## src/rtl/tick_timer_pkg.sv

```systemverilog
// Shared mode encoding and width helper for the tick timer bank.
// Mode 11 is reserved and behaves like a periodic pulse.
package tick_timer_pkg;

    typedef enum logic [1:0] {
        MODE_PULSE   = 2'b00,
        MODE_TOGGLE  = 2'b01,
        MODE_ONESHOT = 2'b10,
        MODE_RSVD    = 2'b11
    } mode_e;

    function automatic int ch_w(input int n);
        return (n > 1) ? $clog2(n) : 1;
    endfunction

endpackage

```

## src/rtl/tick_timer_ch.sv

```systemverilog
// One programmable tick generator: counts to a terminal value, then pulses
// tick and (in toggle mode) flips sq. One-shot mode runs only while armed.
module tick_timer_ch
    import tick_timer_pkg::*;
#(
    parameter int               CNT_W      = 16,
    parameter logic [CNT_W-1:0] DEF_PERIOD = CNT_W'(60000),
    parameter logic [1:0]       DEF_MODE   = 2'b01
) (
    input  logic             clk,
    input  logic             rst_n,
    input  logic             we_i,
    input  logic [CNT_W-1:0] cfg_period_i,
    input  logic [1:0]       cfg_mode_i,
    input  logic             en_i,
    input  logic             start_i,
    output logic             tick_o,
    output logic             sq_o,
    output logic             busy_o
);

    mode_e            mode_q, mode_d;
    logic [CNT_W-1:0] cnt_q, cnt_d;
    logic [CNT_W-1:0] period_q, period_d;
    logic             tick_q, tick_d;
    logic             sq_q, sq_d;
    logic             busy_q, busy_d;
    logic             active;
    logic             term;

    always_comb begin
        active   = en_i && ((mode_q != MODE_ONESHOT) || busy_q);
        term     = active && (cnt_q == period_q);
        mode_d   = mode_q;
        cnt_d    = cnt_q;
        period_d = period_q;
        tick_d   = 1'b0;
        sq_d     = sq_q;
        busy_d   = busy_q;
        // A write or restart on the same edge swallows any terminal event.
        if (we_i) begin
            period_d = cfg_period_i;
            mode_d   = mode_e'(cfg_mode_i);
            cnt_d    = '0;
            busy_d   = 1'b0;
            if (mode_e'(cfg_mode_i) != MODE_TOGGLE) begin
                sq_d = 1'b0;
            end
        end else if (start_i) begin
            cnt_d  = '0;
            busy_d = (mode_q == MODE_ONESHOT);
        end else if (term) begin
            cnt_d  = '0;
            tick_d = 1'b1;
            if (mode_q == MODE_TOGGLE) begin
                sq_d = ~sq_q;
            end
            if (mode_q == MODE_ONESHOT) begin
                busy_d = 1'b0;
            end
        end else if (active) begin
            cnt_d = cnt_q + CNT_W'(1);
        end
    end

    always_ff @(posedge clk) begin
        if (!rst_n) begin
            mode_q   <= mode_e'(DEF_MODE);
            cnt_q    <= '0;
            period_q <= DEF_PERIOD;
            tick_q   <= 1'b0;
            sq_q     <= 1'b0;
            busy_q   <= 1'b0;
        end else begin
            mode_q   <= mode_d;
            cnt_q    <= cnt_d;
            period_q <= period_d;
            tick_q   <= tick_d;
            sq_q     <= sq_d;
            busy_q   <= busy_d;
        end
    end

    assign tick_o = tick_q;
    assign sq_o   = sq_q;
    assign busy_o = busy_q;

endmodule

```

## src/rtl/tick_timer_bank.sv

```systemverilog
// Bank of NUM_CH independent tick generators sharing one config write port.
// Only write decode and port slicing live here.
module tick_timer_bank
    import tick_timer_pkg::*;
#(
    parameter int               NUM_CH     = 4,
    parameter int               CNT_W      = 16,
    parameter logic [CNT_W-1:0] DEF_PERIOD = CNT_W'(60000),
    parameter logic [1:0]       DEF_MODE   = 2'b01,
    localparam int              CH_W       = ch_w(NUM_CH)
) (
    input  logic              clk,
    input  logic              rst_n,
    input  logic [NUM_CH-1:0] en,
    input  logic [NUM_CH-1:0] start,
    input  logic              cfg_we,
    input  logic [CH_W-1:0]   cfg_ch,
    input  logic [CNT_W-1:0]  cfg_period,
    input  logic [1:0]        cfg_mode,
    output logic [NUM_CH-1:0] tick,
    output logic [NUM_CH-1:0] sq,
    output logic [NUM_CH-1:0] busy
);

    // Out-of-range channel numbers match no instance, so such writes are dropped.
    generate
        for (genvar gi = 0; gi < NUM_CH; gi++) begin : g_ch
            logic we;
            assign we = cfg_we && (cfg_ch == CH_W'(gi));

            tick_timer_ch #(
                .CNT_W      (CNT_W),
                .DEF_PERIOD (DEF_PERIOD),
                .DEF_MODE   (DEF_MODE)
            ) u_ch (
                .clk          (clk),
                .rst_n        (rst_n),
                .we_i         (we),
                .cfg_period_i (cfg_period),
                .cfg_mode_i   (cfg_mode),
                .en_i         (en[gi]),
                .start_i      (start[gi]),
                .tick_o       (tick[gi]),
                .sq_o         (sq[gi]),
                .busy_o       (busy[gi])
            );
        end
    endgenerate

endmodule
```

## config.mk

```make
export PLATFORM = sky130hd
export DESIGN_NAME = tick_timer_bank
export DESIGN_NICKNAME = d
export VERILOG_FILES = /design/src/rtl/tick_timer_pkg.sv /design/src/rtl/tick_timer_ch.sv /design/src/rtl/tick_timer_bank.sv
export SDC_FILE = /design/constraint.sdc
export NUM_CORES = 1
export LEC_CHECK = 0
export BUFFER_PORTS_ARGS = -buffer_cell sky130_fd_sc_hd__buf_4
export CORE_ASPECT_RATIO = 0.6
export CORE_UTILIZATION = 30
export DETAILED_ROUTE_END_ITERATION = 10
export HOLD_SLACK_MARGIN = 0.05
export PLACE_DENSITY = 0.55
export SYNTH_ARGS = -nofsm -noshare
export SYNTH_HDL_FRONTEND = slang
export SYNTH_SLANG_ARGS = --single-unit
```

## constraint.sdc

```tcl
create_clock -name clk -period 3.2 [get_ports clk]
set_input_delay 0.48 -clock clk [delete_from_list [all_inputs] [get_ports clk]]
set_output_delay 0.48 -clock clk [all_outputs]
set_load 0.02 [all_outputs]
```

Word level (Yosys, flattened, before mapping)
Index checks and enable logic that the tools add are counted.
{ "totals": {"in_bits": 31, "out_inout_bits": 12, "ff_bits": 148} }
{ "classes": {"n_eq_ne": 28, "bitwise_logic": 5, "n_reduce_logical": 53, "n_addsub": 4, "muxes": 33} }
{ "ops": {"columns": ["operator", "count"], "rows": [
  ["adder 16 x 1 -> 16 bit (second input constant)", 4],
  ["== test 16 bit", 4],
  ["2-to-1 mux 1 bit", 33],
  ["nonzero test 2 bit", 16],
  ["!= test 2 bit (second input constant)", 8],
  ["AND reduction 4 bit", 4],
  ["OR reduction 4 bit", 4],
  ["== test 2 bit (second input constant)", 6],
  ["logical AND 1 bit", 12],
  ["OR reduction 3 bit", 4],
  ["== test 2 x 1 -> 1 bit (second input constant)", 5],
  ["!= test 2 x 1 -> 1 bit (second input constant)", 5],
  ["AND reduction 2 bit", 4],
  ["OR reduction 2 bit", 4],
  ["NOT 1 bit", 5],
  ["logical OR 1 bit", 4],
  ["zero test 2 bit", 1]
]} }

Longest topological paths before layout
{ "logic_depth": {"word_depth": 7, "mapped_depth": 8, "ltp_nobuf": 6} }

Hierarchy
A second synthesis with hierarchy kept.
{ "unflattened": {"hier_cells": 740, "area_unflattened_um2": 6934.2} }
{ "by_module_without_submodules": {"columns": ["module", "cells_each", "seq_area_each_um2", "instances", "area_per_inst_um2"], "rows": [
  ["tick_timer_ch", 184, 740.7, 4, 1724.2],
  ["tick_timer_bank", 4, 0.0, 1, 37.5]
]} }

Worst setup path before layout
Ideal clock, no wire load.
{ "synth_timing": {"kind": "input to register", "from": "input port cfg_we", "to": "register g_ch[3].u_ch.sq_q", "setup_time_ns": 0.070, "path_slack_ns": 1.209, "stages": 5, "arrival_time_ns": 1.921, "n_path_buf": 1, "cell_sequence": "clkbuf_1 and3_1 or4b_2 or4_1 a21boi_1"} }
{ "synth_via": {"elab_chain_len": 3} }
{ "synth_lines": {"columns": ["element", "line_no", "rtl"], "rows": [
  ["start, declared", "tick_timer_bank.sv:16", "input logic cfg_we,"],
  ["logical AND 1 bit (*)", "tick_timer_bank.sv:29", "assign we = cfg_we && (cfg_ch == CH_W'(gi));"],
  ["!= test 2 bit (no line) (tied with other cells)", null, null],
  ["AND reduction 4 bit (no line)", null, null],
  ["end signal, assigned", "tick_timer_ch.sv:79", "sq_q <= sq_d;"],
  ["end, declared", "tick_timer_ch.sv:26", "logic sq_q, sq_d;"]
]} }
Every way passes the cells marked *; elsewhere a longest branch is shown, timed or not.
A chain may end at the register's enable or synchronous reset.

Worst setup path in the final report
{ "layout_timing": {"from": "register g_ch[1].u_ch.cnt_q[3]", "to": "register g_ch[1].u_ch.cnt_q[1]"} }
{ "layout_via": {"elab_chain_len": 3} }
{ "layout_lines": {"columns": ["element", "line_no", "rtl"], "rows": [
  ["start, declared", "tick_timer_ch.sv:23", "logic [CNT_W-1:0] cnt_q, cnt_d;"],
  ["start signal, assigned", "tick_timer_ch.sv:76", "cnt_q <= cnt_d;"],
  ["== test 16 bit", "tick_timer_ch.sv:33", "term = active && (cnt_q == period_q);"],
  ["logical AND 1 bit", "tick_timer_ch.sv:33", null],
  ["OR reduction 4 bit (no line)", null, null]
]} }
Every way passes these cells.

==> impl_metrics.py <==
metrics = {
    "cts": {
        "ctsResizeCount": 0,
        "cts.clk_slew.worst_paths_ns": 0.06,
        "hold_buffers": 0,
        "insertion_delay_ns": 0.41,
        "cts_setup_buffers": 0,
        "cts_buffer_depth": 2,
        "cts_tree": "built",
        "clock_sinks": 148,
        "numCtsBuffers": 17,
        "h-tree-depth": 4,
        "cts_root_buffer": "clkbuf_16",
    },
    "synth": {
        "synth_area_per_cell_um2": 8.27,
        "synth_area_leader_cell": "dfxtp_1",
        "synthesis.area_mm2": 0.00675,
        "synthTopCellsByArea": "dfxtp_1 44%, nand2_1 10%, xor2_1 9.9%, xnor2_1 6.2%, nor2_1 4.8%",
        "ys_seq_area_share_pct": 43.9,
        "syn_inst": 816,
        "netlist.area_leader.share_pct": 43.9,
        "ys_ff_latch": 148,
        "synth_nets": 851,
        "ys_warn_count": 0,
        "ys_types": 39,
    },
    "sta": {
        "setup_viol": 0,
        "clock_skew_ns": 0.00995,
        "finalMaxSlewViolations": 0,
        "fin_setup_tns_ns": 0,
        "rsz0062_at_grt": "false",
        "finalHoldViolations": 0,
        "relSlewSlack_pct": 13.6,
        "tightest_slew_ns": 1.29,
        "fmax_mhz": 480,
        "period_share_pct": 65.1,
        "holdWs_ns": 0.282,
        "fin_crit_ns": 2.08,
    },
    "layout": {
        "stdcell_count": 1141,
        "drive_above_1_share_pct": 10.3,
        "syn2layout_area_growth_pct": 16.6,
        "layout.nets": 878,
        "final_common_cell": "nand2_1",
        "mostFrequentLayoutCells": "181 x nand2_1, 148 x dfxtp_1, 86 x nor2_1",
    },
    "routing": {
        "drc": 0,
        "num_vias": 5326,
        "vias_per_cell": 4.67,
        "wl_per_cell_um": 15.0,
        "drt_pass1_iterations": 4,
        "detail-route-antenna-nets": 0,
        "drt_iter0_drc": 356,
        "wl_um": 17100,
    },
    "critical_path": {
        "end_kind": "flip-flop",
        "crit_slowest_cell": "nor4_1",
        "r2r_end": "g_ch[1].u_ch.cnt_q[1]$_SDFFE_PP0P_",
        "cp-startpoint": "g_ch[1].u_ch.cnt_q[3]$_SDFFE_PP0P_",
        "worstReg2RegStart": "g_ch[1].u_ch.cnt_q[3]$_SDFFE_PP0P_",
        "critPathBufInv": 0,
        "path_depth": 5,
        "cpLargestDelayFamily": "simple AND/OR/NAND/NOR gates",
        "cp.arrival_ns": 2.36,
        "critPathLaunchType": "flip-flop",
        "reg2reg_depth": 5,
        "cp-endpoint": "g_ch[1].u_ch.cnt_q[1]$_SDFFE_PP0P_",
        "crit_required_ns": 3.47,
        "cp_cell_sequence": "xor2_1 > nor4_1 > and3_1 > a211o_1 > nor2_1",
        "critPathKind": "flip-flop to flip-flop",
        "rrSetupSlack_ns": 1.12,
        "worstPathMaxFanout": 16,
        "cp_slowest_stage_delay_ns": 0.55,
    },
    "die": {
        "core-area_mm2": 0.0221,
        "rows": 42,
        "fp.dieW_um": 196,
        "ios": 43,
        "die_h_um": 118,
        "initial_utilization_pct": 30.6,
        "die_area_mm2": 0.0231,
    },
    "placement": {
        "numPortBuffers": 42,
        "dp_hpwl_um": 12400,
        "place.gp.congestion": 0.792,
        "place_inst": 1110,
    },
    "power": {
        "power_density_mw_per_mm2": 531,
        "irDropWorstVdd_v": 0.000396,
        "leakagePower_nw": 3.02,
    },
    "global_route": {
        "antenna_found_initial": 1,
        "grt_pass1_vias": 5100,
        "grt_overflow": 0,
        "grt_pass1_wl_um": 28000,
        "grt_max_degree": 44,
        "grt.total_usage_pct": 15.7,
    },
    "hold_path": {
        "worstHoldPathType": "input port to flip-flop",
        "hp-start": "start[3]",
    },
    "status": {
        "run_status": "finished, final reports clean",
    },
    "run": {
        "cap_viol_max_count": 0,
    },
}
==> report_power, final <==
group	internal, mW	leakage, nW	switching, mW
clock network	1.23	0.282	0.766
logic	0.100	1.54	0.155
registers	1.89	1.20	0.0360
==> synthesized netlist by cell type (all sizes together) <==
| library cell | count |
|---|---|
| a21oi | 2 |
| xnor2 | 48 |
| nor3b | 4 |
| nand4 | 12 |
| dfxtp | 148 |
| nand2 | 181 |
| o21ai | 9 |
| and3 | 12 |
| nand3 | 57 |
| nor3 | 21 |
| ha | 4 |
| or4 | 4 |
| o2111ai | 2 |
| nor4b | 2 |
| and4 | 6 |
| mux2i | 4 |
| xor2 | 76 |
| buf | 17 |
| o311ai | 2 |
| nand3b | 1 |
| clkbuf | 27 |
| o21a | 1 |
| nand2b | 6 |
| o211ai | 2 |
| or3b | 3 |
| a21boi | 42 |
| nor2 | 86 |
| or4b | 2 |
| or2 | 1 |
| inv | 10 |
| or3 | 1 |
| nor4 | 21 |
| or2b | 1 |
| a211o | 1 |
==> registers in the layout, indices dropped and copies added (netlist names) <==
register	count
g_ch.u_ch.period_q	64
g_ch.u_ch.cnt_q	64
g_ch.u_ch.busy_o	4
g_ch.u_ch.sq_o	4
g_ch.u_ch.tick_o	4
g_ch.u_ch.mode_q	8
==> logic make-up (layout without fill, tap and decap cells) <==
kind of cell	Yosys count	count (layout)	share of synthesized area [%]
AO/OA/AOI/OAI	61	61	6.47
XOR/XNOR	124	124	16.1
adder cells (fa/ha/maj)	4	4	0.741
buffers and inverters	54	92	3.78
flip-flops	148	148	43.9
multiplexers	4	4	0.593
other	0	1	0
AND/OR/NAND/NOR	421	421	28.4
==> cell type report <==
class	instances	area (um2)
Antenna cell	1	2.50
Clock buffer	20	447
Clock inverter	10	134
Fill cell	2337	14200
Inverter	10	37.5
Multi-Input combinational cell	614	3540
Sequential cell	148	2960
Tap cell	286	358
Timing Repair Buffer	52	390
==> worst min path at each step <==
| stage | depth (start not counted) | to | slack [ns] |
|---|---|---|---|
| finish | 2 | g_ch[3].u_ch.tick_o$_SDFF_PP0_ | 0.28 |
| global route | 2 | g_ch[2].u_ch.tick_o$_SDFF_PP0_ | 0.27 |
| CTS | 2 | g_ch[2].u_ch.tick_o$_SDFF_PP0_ | 0.26 |
| detailed placement | 2 | g_ch[0].u_ch.period_q[12]$_SDFFE_PN0P_ | 0.47 |
| global placement | 2 | g_ch[1].u_ch.period_q[10]$_SDFFE_PN0P_ | 0.46 |
| floorplan | 2 | g_ch[1].u_ch.mode_q[0]$_SDFFE_PN1P_ | 0.45 |
==> layer usage <==
metal / track usage (%) / part of all wire [%]
met1: 25.4 / 54
met4: 3.08 / 0.18
met2: 20.1 / 38
met3: 3.77 / 7.5
met5: 0 / 0
==> through the flow <==
stage,cell area (um2),power (mW),worst slack (ns),utilization [%]
after floorplan,6750,2.10,1.21,-
after global placement,7290,2.21,0.924,33.0
after detailed placement,7290,2.22,0.918,33.0
after CTS,7870,4.23,1.20,35.6
after global routing,7870,4.35,1.08,35.6
final,7870,4.18,1.12,35.7
Note: power is estimated with default switching activity, not from simulation.
